--- config.mk ---
export PLATFORM = sky130hd
export DESIGN_NAME = lt_result_packer
export DESIGN_NICKNAME = d
export VERILOG_FILES = /design/src/rtl/lt_result_packer.sv
export SDC_FILE = /design/constraint.sdc
export NUM_CORES = 1
export LEC_CHECK = 0
export ABC_AREA = 1
export CAP_MARGIN = 25
export CORE_UTILIZATION = 60
export CTS_CLUSTER_SIZE = 20
export DETAILED_ROUTE_END_ITERATION = 16
export GPL_TIMING_DRIVEN = 0
export PLACE_DENSITY = 0.81
export SYNTH_ARGS = -nofsm -noshare
export SYNTH_HDL_FRONTEND = slang
export SYNTH_SLANG_ARGS = --single-unit
--- constraint.sdc ---
create_clock -name clk -period 7.2 [get_ports clk]
set_input_delay 1.08 -clock clk [delete_from_list [all_inputs] [get_ports clk]]
set_output_delay 1.08 -clock clk [all_outputs]
set_load 0.01 [all_outputs]
--- src/rtl/lt_result_packer.sv ---
// lt_result_packer
//
// Collects the 1-bit result stream of the registered 16-bit less-than stage.
// The upstream valid strobe is delayed by LATENCY cycles so it lines up with
// the matching result. Qualified results are packed LSB-first into
// WORD_WIDTH-bit words. Each full word, or each partial word emitted by a
// flush, is written to a first-word fall-through FIFO. The upstream stage
// cannot stall, so a word that finds the FIFO full is dropped and sets a
// sticky overflow flag.
//
// Ports
//   clk          clock, all state updates on the rising edge
//   rst_n        asynchronous active-low reset
//   in_valid_i   operands presented to the upstream stage this cycle
//   result_i     upstream less-than result, used only when the delayed valid is high
//   flush_i      single-cycle request to emit the partial word
//   out_valid_o  FIFO head word available
//   out_ready_i  consumer accepts the head word
//   out_data_o   head word, bit i = i-th packed result, unused high bits 0
//   out_bits_o   number of valid bits in out_data_o (1..WORD_WIDTH)
//   overflow_o   sticky, set when any word is dropped
//
// Handshake: a word transfers on every rising edge where out_valid_o and
// out_ready_i are both high. While out_valid_o is high and out_ready_i is low,
// out_data_o and out_bits_o hold stable. While out_valid_o is low, both are 0.
module lt_result_packer #(
    parameter  int LATENCY    = 4,
    parameter  int WORD_WIDTH = 16,
    parameter  int FIFO_DEPTH = 4,
    localparam int BITS_W     = $clog2(WORD_WIDTH + 1)
) (
    input  logic                  clk,
    input  logic                  rst_n,
    input  logic                  in_valid_i,
    input  logic                  result_i,
    input  logic                  flush_i,
    output logic                  out_valid_o,
    input  logic                  out_ready_i,
    output logic [WORD_WIDTH-1:0] out_data_o,
    output logic [BITS_W-1:0]     out_bits_o,
    output logic                  overflow_o
);

    localparam int CNT_W = $clog2(WORD_WIDTH);
    localparam int PTR_W = (FIFO_DEPTH > 1) ? $clog2(FIFO_DEPTH) : 1;
    localparam int OCC_W = $clog2(FIFO_DEPTH + 1);

    // Valid delay line
    logic [LATENCY-1:0]    vld_q, vld_d;
    logic [LATENCY:0]      vld_shift;
    logic                  q_valid;

    // Packing state
    logic [WORD_WIDTH-1:0] pack_q, pack_d;
    logic [CNT_W-1:0]      bit_cnt_q, bit_cnt_d;
    logic [WORD_WIDTH-1:0] pack_with_bit;
    logic [BITS_W-1:0]     eff_cnt;
    logic                  word_full;
    logic                  push;

    // FIFO state
    logic [WORD_WIDTH-1:0] data_mem [FIFO_DEPTH];
    logic [BITS_W-1:0]     bits_mem [FIFO_DEPTH];
    logic [PTR_W-1:0]      wr_ptr_q, wr_ptr_d;
    logic [PTR_W-1:0]      rd_ptr_q, rd_ptr_d;
    logic [OCC_W-1:0]      occ_q, occ_d;
    logic                  overflow_q, overflow_d;
    logic                  pop;
    logic                  accept;

    function automatic logic [PTR_W-1:0] ptr_inc(input logic [PTR_W-1:0] p);
        if (p == PTR_W'(FIFO_DEPTH - 1)) begin
            return '0;
        end
        return p + PTR_W'(1);
    endfunction

    // The extra low bit lets the same expression serve LATENCY == 1.
    assign vld_shift = {vld_q, in_valid_i};
    assign vld_d     = vld_shift[LATENCY-1:0];
    assign q_valid   = vld_q[LATENCY-1];

    always_comb begin
        pack_with_bit = pack_q;
        if (q_valid) begin
            pack_with_bit[bit_cnt_q] = result_i;
        end
        // Count including the bit qualified this cycle. It equals WORD_WIDTH
        // exactly when the word completes, so it doubles as the pushed length.
        eff_cnt   = BITS_W'(bit_cnt_q) + BITS_W'(q_valid);
        word_full = q_valid && (bit_cnt_q == CNT_W'(WORD_WIDTH - 1));
        // A flush on the completing edge adds nothing: the full word is pushed.
        push      = word_full || (flush_i && (eff_cnt != '0));

        pack_d    = pack_q;
        bit_cnt_d = bit_cnt_q;
        if (push) begin
            pack_d    = '0;
            bit_cnt_d = '0;
        end else if (q_valid) begin
            pack_d    = pack_with_bit;
            bit_cnt_d = bit_cnt_q + CNT_W'(1);
        end
    end

    assign out_valid_o = (occ_q != '0);
    assign pop         = out_valid_o && out_ready_i;
    // A full FIFO still takes the word when the head leaves on the same edge.
    assign accept      = push && ((occ_q != OCC_W'(FIFO_DEPTH)) || pop);

    always_comb begin
        wr_ptr_d   = accept ? ptr_inc(wr_ptr_q) : wr_ptr_q;
        rd_ptr_d   = pop    ? ptr_inc(rd_ptr_q) : rd_ptr_q;
        occ_d      = occ_q;
        if (accept && !pop) begin
            occ_d = occ_q + OCC_W'(1);
        end else if (pop && !accept) begin
            occ_d = occ_q - OCC_W'(1);
        end
        overflow_d = overflow_q || (push && !accept);
    end

    always_ff @(posedge clk or negedge rst_n) begin
        if (!rst_n) begin
            vld_q      <= '0;
            pack_q     <= '0;
            bit_cnt_q  <= '0;
            wr_ptr_q   <= '0;
            rd_ptr_q   <= '0;
            occ_q      <= '0;
            overflow_q <= 1'b0;
        end else begin
            vld_q      <= vld_d;
            pack_q     <= pack_d;
            bit_cnt_q  <= bit_cnt_d;
            wr_ptr_q   <= wr_ptr_d;
            rd_ptr_q   <= rd_ptr_d;
            occ_q      <= occ_d;
            overflow_q <= overflow_d;
        end
    end

    // Storage needs no reset: the outputs are gated by out_valid_o.
    always_ff @(posedge clk) begin
        if (accept) begin
            data_mem[wr_ptr_q] <= pack_with_bit;
            bits_mem[wr_ptr_q] <= eff_cnt;
        end
    end

    assign out_data_o = out_valid_o ? data_mem[rd_ptr_q] : '0;
    assign out_bits_o = out_valid_o ? bits_mem[rd_ptr_q] : '0;
    assign overflow_o = overflow_q;

endmodule

# Word-level counts from Yosys, hierarchy flattened
# Memory sizes are Yosys's and may differ from the RTL's.
# Index checks and enable logic that the tools add are counted.
dict set report word_totals {
  mem_count 2
  inputBits 6
  output_inout_bits 23
  register_bits 32
  wordCells 58
  ram_bits 84
}
# name depth word_bits read_ports rd_ports_with_merged_regs write_ports line
set mem_list {}
lappend mem_list {data_mem 4 16 1 0 1 62} ;# logic [WORD_WIDTH-1:0] data_mem [FIFO_DEPTH];
lappend mem_list {bits_mem 4 5 1 0 1 63} ;# logic [BITS_W-1:0] bits_mem [FIFO_DEPTH];
dict set report op_classes {
  order_cmp 2
  n_mux 20
  eq_ne 4
  add_sub_neg 6
  reduce_logical 17
}
# cell n
set ops {}
lappend ops {{two-way mux 16 bit} 4}
lappend ops {{bitwise mux 16 bit} 1}
lappend ops {{logical AND 1 bit} 8}
lappend ops {{two-way mux 2 bit} 4}
lappend ops {{two-way mux 4 bit} 2}
lappend ops {{two-way mux 3 bit} 2}
lappend ops {{adder 4 x 1 -> 5 bit} 1}
lappend ops {{< comparator 4 x 5 -> 1 bit (second input constant)} 1}
lappend ops {{two-way mux 1 bit} 5}
lappend ops {{two-way mux 5 bit} 1}
lappend ops {{nonzero test 5 bit} 1}
lappend ops {{adder 2 x 1 -> 2 bit (second input constant)} 2}
lappend ops {{adder 4 x 1 -> 4 bit (second input constant)} 1}
lappend ops {{demux 1 bit (select 4 bit)} 1}
lappend ops {{equality test 2 bit (second input constant)} 2}
lappend ops {{equality test 4 bit (second input constant)} 1}
lappend ops {{greater-or-equal comparator 4 x 1 -> 1 bit (second input constant)} 1}
lappend ops {{nonzero test 2 bit} 2}
lappend ops {{adder 3 x 1 -> 3 bit (second input constant)} 1}
lappend ops {{logical OR 1 bit} 3}
lappend ops {{inequality test 3 bit (second input constant)} 1}
lappend ops {{nonzero test 3 bit} 1}
lappend ops {{subtractor 3 x 1 -> 3 bit (second input constant)} 1}
lappend ops {{logical NOT 1 bit} 2}

# Longest topological paths before layout
dict set report logic_depth {
  ltp_word 9
  ltp_mapped 17
  mapped_depth_nobuf 17
}

# Least setup slack after synthesis
# No wires, ideal clock.
dict set report synth_path {
  path_kind {flip-flop to flip-flop}
  startpoint {register bit_cnt_q[0]}
  endpoint {memory bits_mem[0][0] (netlist name) (enable)}
  n_path_buf 0
  synth_period_minus_slack_ns 2.722
  required_time_ns 6.801
  path_stages_with_launch 11
  slack_ns 4.478
  setup_time_ns 0.399
  arrival_time_ns 2.324
  cell_sequence {dfrtp_1 -> ha_1 -> ha_1 -> nor2_1 -> nand2_1 -> nor2_1 -> nand2_1 -> nand2_2 -> nand2_4 -> nand2_2 -> nor2_1}
}
dict set report synth_via {
  elab_chain_len 7
  word_cells_on_any_way 9
  classes_between {1 x add/sub; 1 x eq/ne; 2 x mux; 5 x reduce/logical}
}
# item line
set synth_lines {}
lappend synth_lines {{start: declaration} 55} ;# logic [CNT_W-1:0] bit_cnt_q, bit_cnt_d;
lappend synth_lines {{start signal: assignment} 135} ;# bit_cnt_q <= bit_cnt_d;
lappend synth_lines {{adder 4 x 1 -> 5 bit} 90} ;# eff_cnt = BITS_W'(bit_cnt_q) + BITS_W'(q_valid);
lappend synth_lines {{net eff_cnt[1]} 57} ;# logic [BITS_W-1:0] eff_cnt;
lappend synth_lines {{nonzero test 5 bit} 93} ;# push = word_full || (flush_i && (eff_cnt != '0));
lappend synth_lines {{logical AND 1 bit} 93}
lappend synth_lines {{logical OR 1 bit} 93}
lappend synth_lines {{logical AND 1 bit} 109} ;# assign accept = push && ((occ_q != OCC_W'(FIFO_DEPTH)) || pop);
lappend synth_lines {{two-way mux 1 bit} 145} ;# if (accept) begin
lappend synth_lines {{two-way mux 1 bit (implied by the code)} 147} ;# bits_mem[wr_ptr_q] <= eff_cnt;
lappend synth_lines {{end: declaration} 63}
# The timed path passes the listed nets, and every way through them passes these cells.

# Worst setup path in the final report
dict set report layout_path {
  startpoint {register rd_ptr_q[0]}
  endpoint {output port out_data_o[7]}
}
dict set report layout_via {
  elab_chain_len 2
}
# item line
set layout_lines {}
lappend layout_lines {{start: declaration} 65} ;# logic [PTR_W-1:0] rd_ptr_q, rd_ptr_d;
lappend layout_lines {{start signal: assignment} 137} ;# rd_ptr_q <= rd_ptr_d;
lappend layout_lines {{memory (4 x 16 bit)} -}
lappend layout_lines {{two-way mux 16 bit} 151} ;# assign out_data_o = out_valid_o ? data_mem[rd_ptr_q] : '0;
lappend layout_lines {{end: declaration} 39} ;# output logic [WORD_WIDTH-1:0] out_data_o,
# Every way passes these cells.

==> summary.txt <==
Hold path
  – Hold Path Class: flip-flop to flip-flop

STA
  – Finish-stage setup viols: 0
  – Shortest period the worst path allows: 3.75 ns
  – Unrepaired setup endpoints after global routing: no
  – Maximum achievable frequency: 0.267 GHz
  – Endpoints failing hold: 0
  – Max-slew violation count: 0
  – Final worst-path setup slack: 3.45 ns
  – Hold Slack: 0.355 ns
  – Clock skew: 0.00758 ns
  – Rel. slew slack: 50.5%
  – Final worst path period share: 52.0%
  – Slew at the pin closest to its max-slew limit: 0.742 ns
  – Total Neg Setup Slack: 0 ns

Route
  – Routed wire length: 11000 µm
  – Drt via density: 5.56
  – Initial DRC count: 273
  – First drt pass iteration count: 5
  – Post-detailed-route DRC marker count: 0
  – Post-route antenna net violation count: 0
  – Routed length per instance: 17.6 µm
  – Vias post-DR: 3479

Critical path
  – Arrival @ worst endpoint: 2.67 ns
  – Crit Path Class: flip-flop to output pin
  – Startpoint types: flip-flop
  – Max FO, Critical Path: 10
  – Endpoint kind of the worst setup timing path: output pin
  – Data required time at the worst endpoint: 6.12 ns

Clock network
  – CTS Buffer Depth: 2
  – Number of buffers added for setup after CTS: 0
  – Num CTS Buffers: 17
  – Clock latency on the worst-skew pair: 0.52 ns
  – TritonCTS clock tree: done
  – Max H-tree Level: 4
  – Number of cells upsized or downsized after cts: 0
  – Quantity of hold-fixing buffers added after cts: 0
  – CTS sink count: 116
  – Clock transition at path regs: 0.06 ns
  – Clock root cell: sky130_fd_sc_hd__clkbuf_8

Synth
  – Net count of the mapped netlist: 479
  – Part of the Yosys area used for sequential elements: 66.6%
  – Compound-cell area share of the yosys netlist: 8.07%
  – Share of async-settable or async-resettable flops after synthesis: 27.6%
  – Dominant combinational cell family by area after synthesis: simple AND/OR/NAND/NOR gates
  – Area contributors post-synth: sky130_fd_sc_hd__edfxtp_1 (51%), sky130_fd_sc_hd__dfrtp_1 (16%), sky130_fd_sc_hd__nor2_1 (9.1%)
  – Mean area per synthesized cell: 10.9 µm²
  – Post-synthesis mux area share: 2.03%
  – Simple-gate area share of the yosys netlist: 13.7%
  – Post-synth design cell area: 4990 µm²
  – Area leader, netlist: sky130_fd_sc_hd__edfxtp_1
  – XOR/XNOR Fraction of Synth Area: 0.526%
  – Yosys warning count: 0
  – Commonest register cell after synthesis: sky130_fd_sc_hd__edfxtp_1
  – Synth Area in Adders: 3.41%
  – Post-synth EDFFs: 84
  – Register bit total from synthesis: 116
  – Share of the synthesized area in the top cell type: 50.5%
  – Number of distinct library cells after synthesis: 27
  – Gate count after technology mapping: 460

Place
  – Routability-driven placement congestion ratio: 0.870
  – Placed wire-length estimate: 6790 µm
  – Post-placement setup slack: 4.05 ns
  – Port Buf Inserts: 28
  – DP Area: 5500 µm²

Finish
  – Final Cell Area: 6060 µm²
  – Count of antenna diodes in the layout: 0
  – Count of filler cells inserted in the layout: 475
  – Area growth, synth to finish: 21.3%
  – Proportion of layout cells with a drive suffix above 1: 10.9%
  – Number of nets in the final layout: 530

Flow run
  – Maximum Capacitance Violations: 0

Global routing
  – Overall fraction of global-route tracks in use: 28.2%
  – Global route overflow: 0
  – Via count of the first global-routing pass: 3423
  – Initial antenna violation count: 0
  – Pin count of the biggest net entering global routing: 33
  – First-pass GRT wire length: 17500 µm

Power
  – Power density relative to cell area: 456 nW/µm²
  – Peak supply drop: 287 µV
  – Overall power: 2.76 mW
  – LEAKAGE: 2.55 nW

Floorplanning
  – Total Die Area: 8690 µm²
  – Overall die width: 93.2 µm
  – Die H: 93.2 µm
  – Core region area: 7890 µm²
  – Initial cell density of the core: 63.3%
  – Top-level port count: 29
  – Row count: 32

Status
  – Status: completed
## placed cells by master (no fill, tap or decap), types with 2 or more instances in the layout
master                            count
sky130_fd_sc_hd__a21oi_1             24
sky130_fd_sc_hd__bufinv_16            2
sky130_fd_sc_hd__clkdlybuf4s50_1     27
sky130_fd_sc_hd__nor2_2               4
sky130_fd_sc_hd__clkinvlp_4           5
sky130_fd_sc_hd__inv_2                3
sky130_fd_sc_hd__nand2_2              5
sky130_fd_sc_hd__clkbuf_16           16
sky130_fd_sc_hd__buf_2                7
sky130_fd_sc_hd__xor2_1               2
sky130_fd_sc_hd__nand2_1             38
sky130_fd_sc_hd__inv_1               44
sky130_fd_sc_hd__mux2i_1              9
sky130_fd_sc_hd__clkinv_2             2
sky130_fd_sc_hd__o21a_1               3
sky130_fd_sc_hd__o21ai_0             46
sky130_fd_sc_hd__buf_16               3
sky130_fd_sc_hd__clkinv_1             4
sky130_fd_sc_hd__o21ai_1              3
sky130_fd_sc_hd__nor2_1             117
sky130_fd_sc_hd__dfrtp_1             32
sky130_fd_sc_hd__edfxtp_1            84
sky130_fd_sc_hd__buf_6                3
sky130_fd_sc_hd__nand3_1              5
sky130_fd_sc_hd__ha_1                12
sky130_fd_sc_hd__clkbuf_1            11
## Yosys cell counts, types with 5 or more instances
cell type and number:
sky130_fd_sc_hd__mux2i_1 9, sky130_fd_sc_hd__a21oi_1 24, sky130_fd_sc_hd__nand3_1 5, sky130_fd_sc_hd__clkbuf_1 11, sky130_fd_sc_hd__dfrtp_1 32, sky130_fd_sc_hd__edfxtp_1 84
sky130_fd_sc_hd__ha_1 12, sky130_fd_sc_hd__o21ai_0 46, sky130_fd_sc_hd__inv_1 44, sky130_fd_sc_hd__buf_2 6, sky130_fd_sc_hd__nand2_2 5, sky130_fd_sc_hd__nand2_1 38
sky130_fd_sc_hd__nor2_1 121
## worst paths after layout
kind	cells after the start	to	from	slack, ns
setup reg to reg	14	occ_q[1]$_DFFE_PN0P_	bit_cnt_q[0]$_DFFE_PN0P_	4.28
min in group asynchronous	1	occ_q[0]$_DFFE_PN0P_	rst_n	0.61
hold reg to reg	0	vld_q[2]$_DFF_PN0_	vld_q[1]$_DFF_PN0_	0.35
hold / removal	0	vld_q[2]$_DFF_PN0_	vld_q[1]$_DFF_PN0_	0.35
max in group asynchronous	1	pack_q[8]$_DFFE_PN0P_	rst_n	6.09
setup / recovery	6	out_data_o[7]	rd_ptr_q[0]$_DFFE_PN0P_	3.45
## final cells by class
| class | instances | area [µm²] | area share (%) |
|---|---|---|---|
| plain buffers | 20 | 105 | 1.74 |
| clock buffers | 17 | 414 | 6.84 |
| flip-flops and latches | 116 | 3320 | 54.9 |
| multi-input cells | 277 | 1400 | 23.1 |
| repair buffers | 32 | 373 | 6.16 |
| clock inverters | 15 | 140 | 2.31 |
| inverters | 47 | 176 | 2.91 |
| well taps | 102 | 128 | 2.11 |
## critical path, stage by stage (launching register included)
cell and delay, ns:
sky130_fd_sc_hd__dfrtp_1 0.38, sky130_fd_sc_hd__buf_2 0.17, sky130_fd_sc_hd__inv_2 0.12, sky130_fd_sc_hd__clkbuf_1 0.44, sky130_fd_sc_hd__o21ai_0 0.22, sky130_fd_sc_hd__a21oi_1 0.21, sky130_fd_sc_hd__clkdlybuf4s50_1 0.61
## flip-flops by register name, indices dropped and copies added, names as in the netlist
register and cells:
bits_mem 20, pack_q 16, overflow_o 1, occ_q 3, data_mem 64, bit_cnt_q 4, rd_ptr_q 2, vld_q 4
wr_ptr_q 2
## metrics by stage
step / util, % / instances
6_report: 76.8 / 626
5_1_grt: 76.8 / 626
4_1_cts: 76.8 / 626
3_5_place_dp: 69.7 / 594
3_3_place_gp: 68.4 / 590
2_1_floorplan: - / 460
## kinds of logic (layout without fill, tap and decap cells)
kind of cell / after synthesis / count (layout)
and+or+nand+nor: 173 / 173
DFF: 116 / 116
AOI/OAI and AO/OA: 78 / 78
buffers and inverters: 67 / 131
adders and majority gates: 13 / 13
muxes: 10 / 10
xor gates and xnor gates: 3 / 3
## routing by layer
metal / global-route usage [%] / wire length [µm] / vias to the layer above
li1: - / - / 1628
met1: 36.7 / 4470 / 1667
met2: 47.2 / 5610 / 168
met3: 6.34 / 815 / 16
met4: 9.62 / 125 / 0
met5: 0 / 0 / -
## power breakdown
part | internal, mW | total (mW) | leakage [nW] | switching [mW]
clock | 0.486 | 0.783 | 0.256 | 0.297
combinational | 0.427 | 1.03 | 1.09 | 0.607
sequential | 0.890 | 0.944 | 1.21 | 0.0549
total | 1.80 | 2.76 | 2.55 | 0.959
No activity file was read; power rests on OpenSTA's default activity.
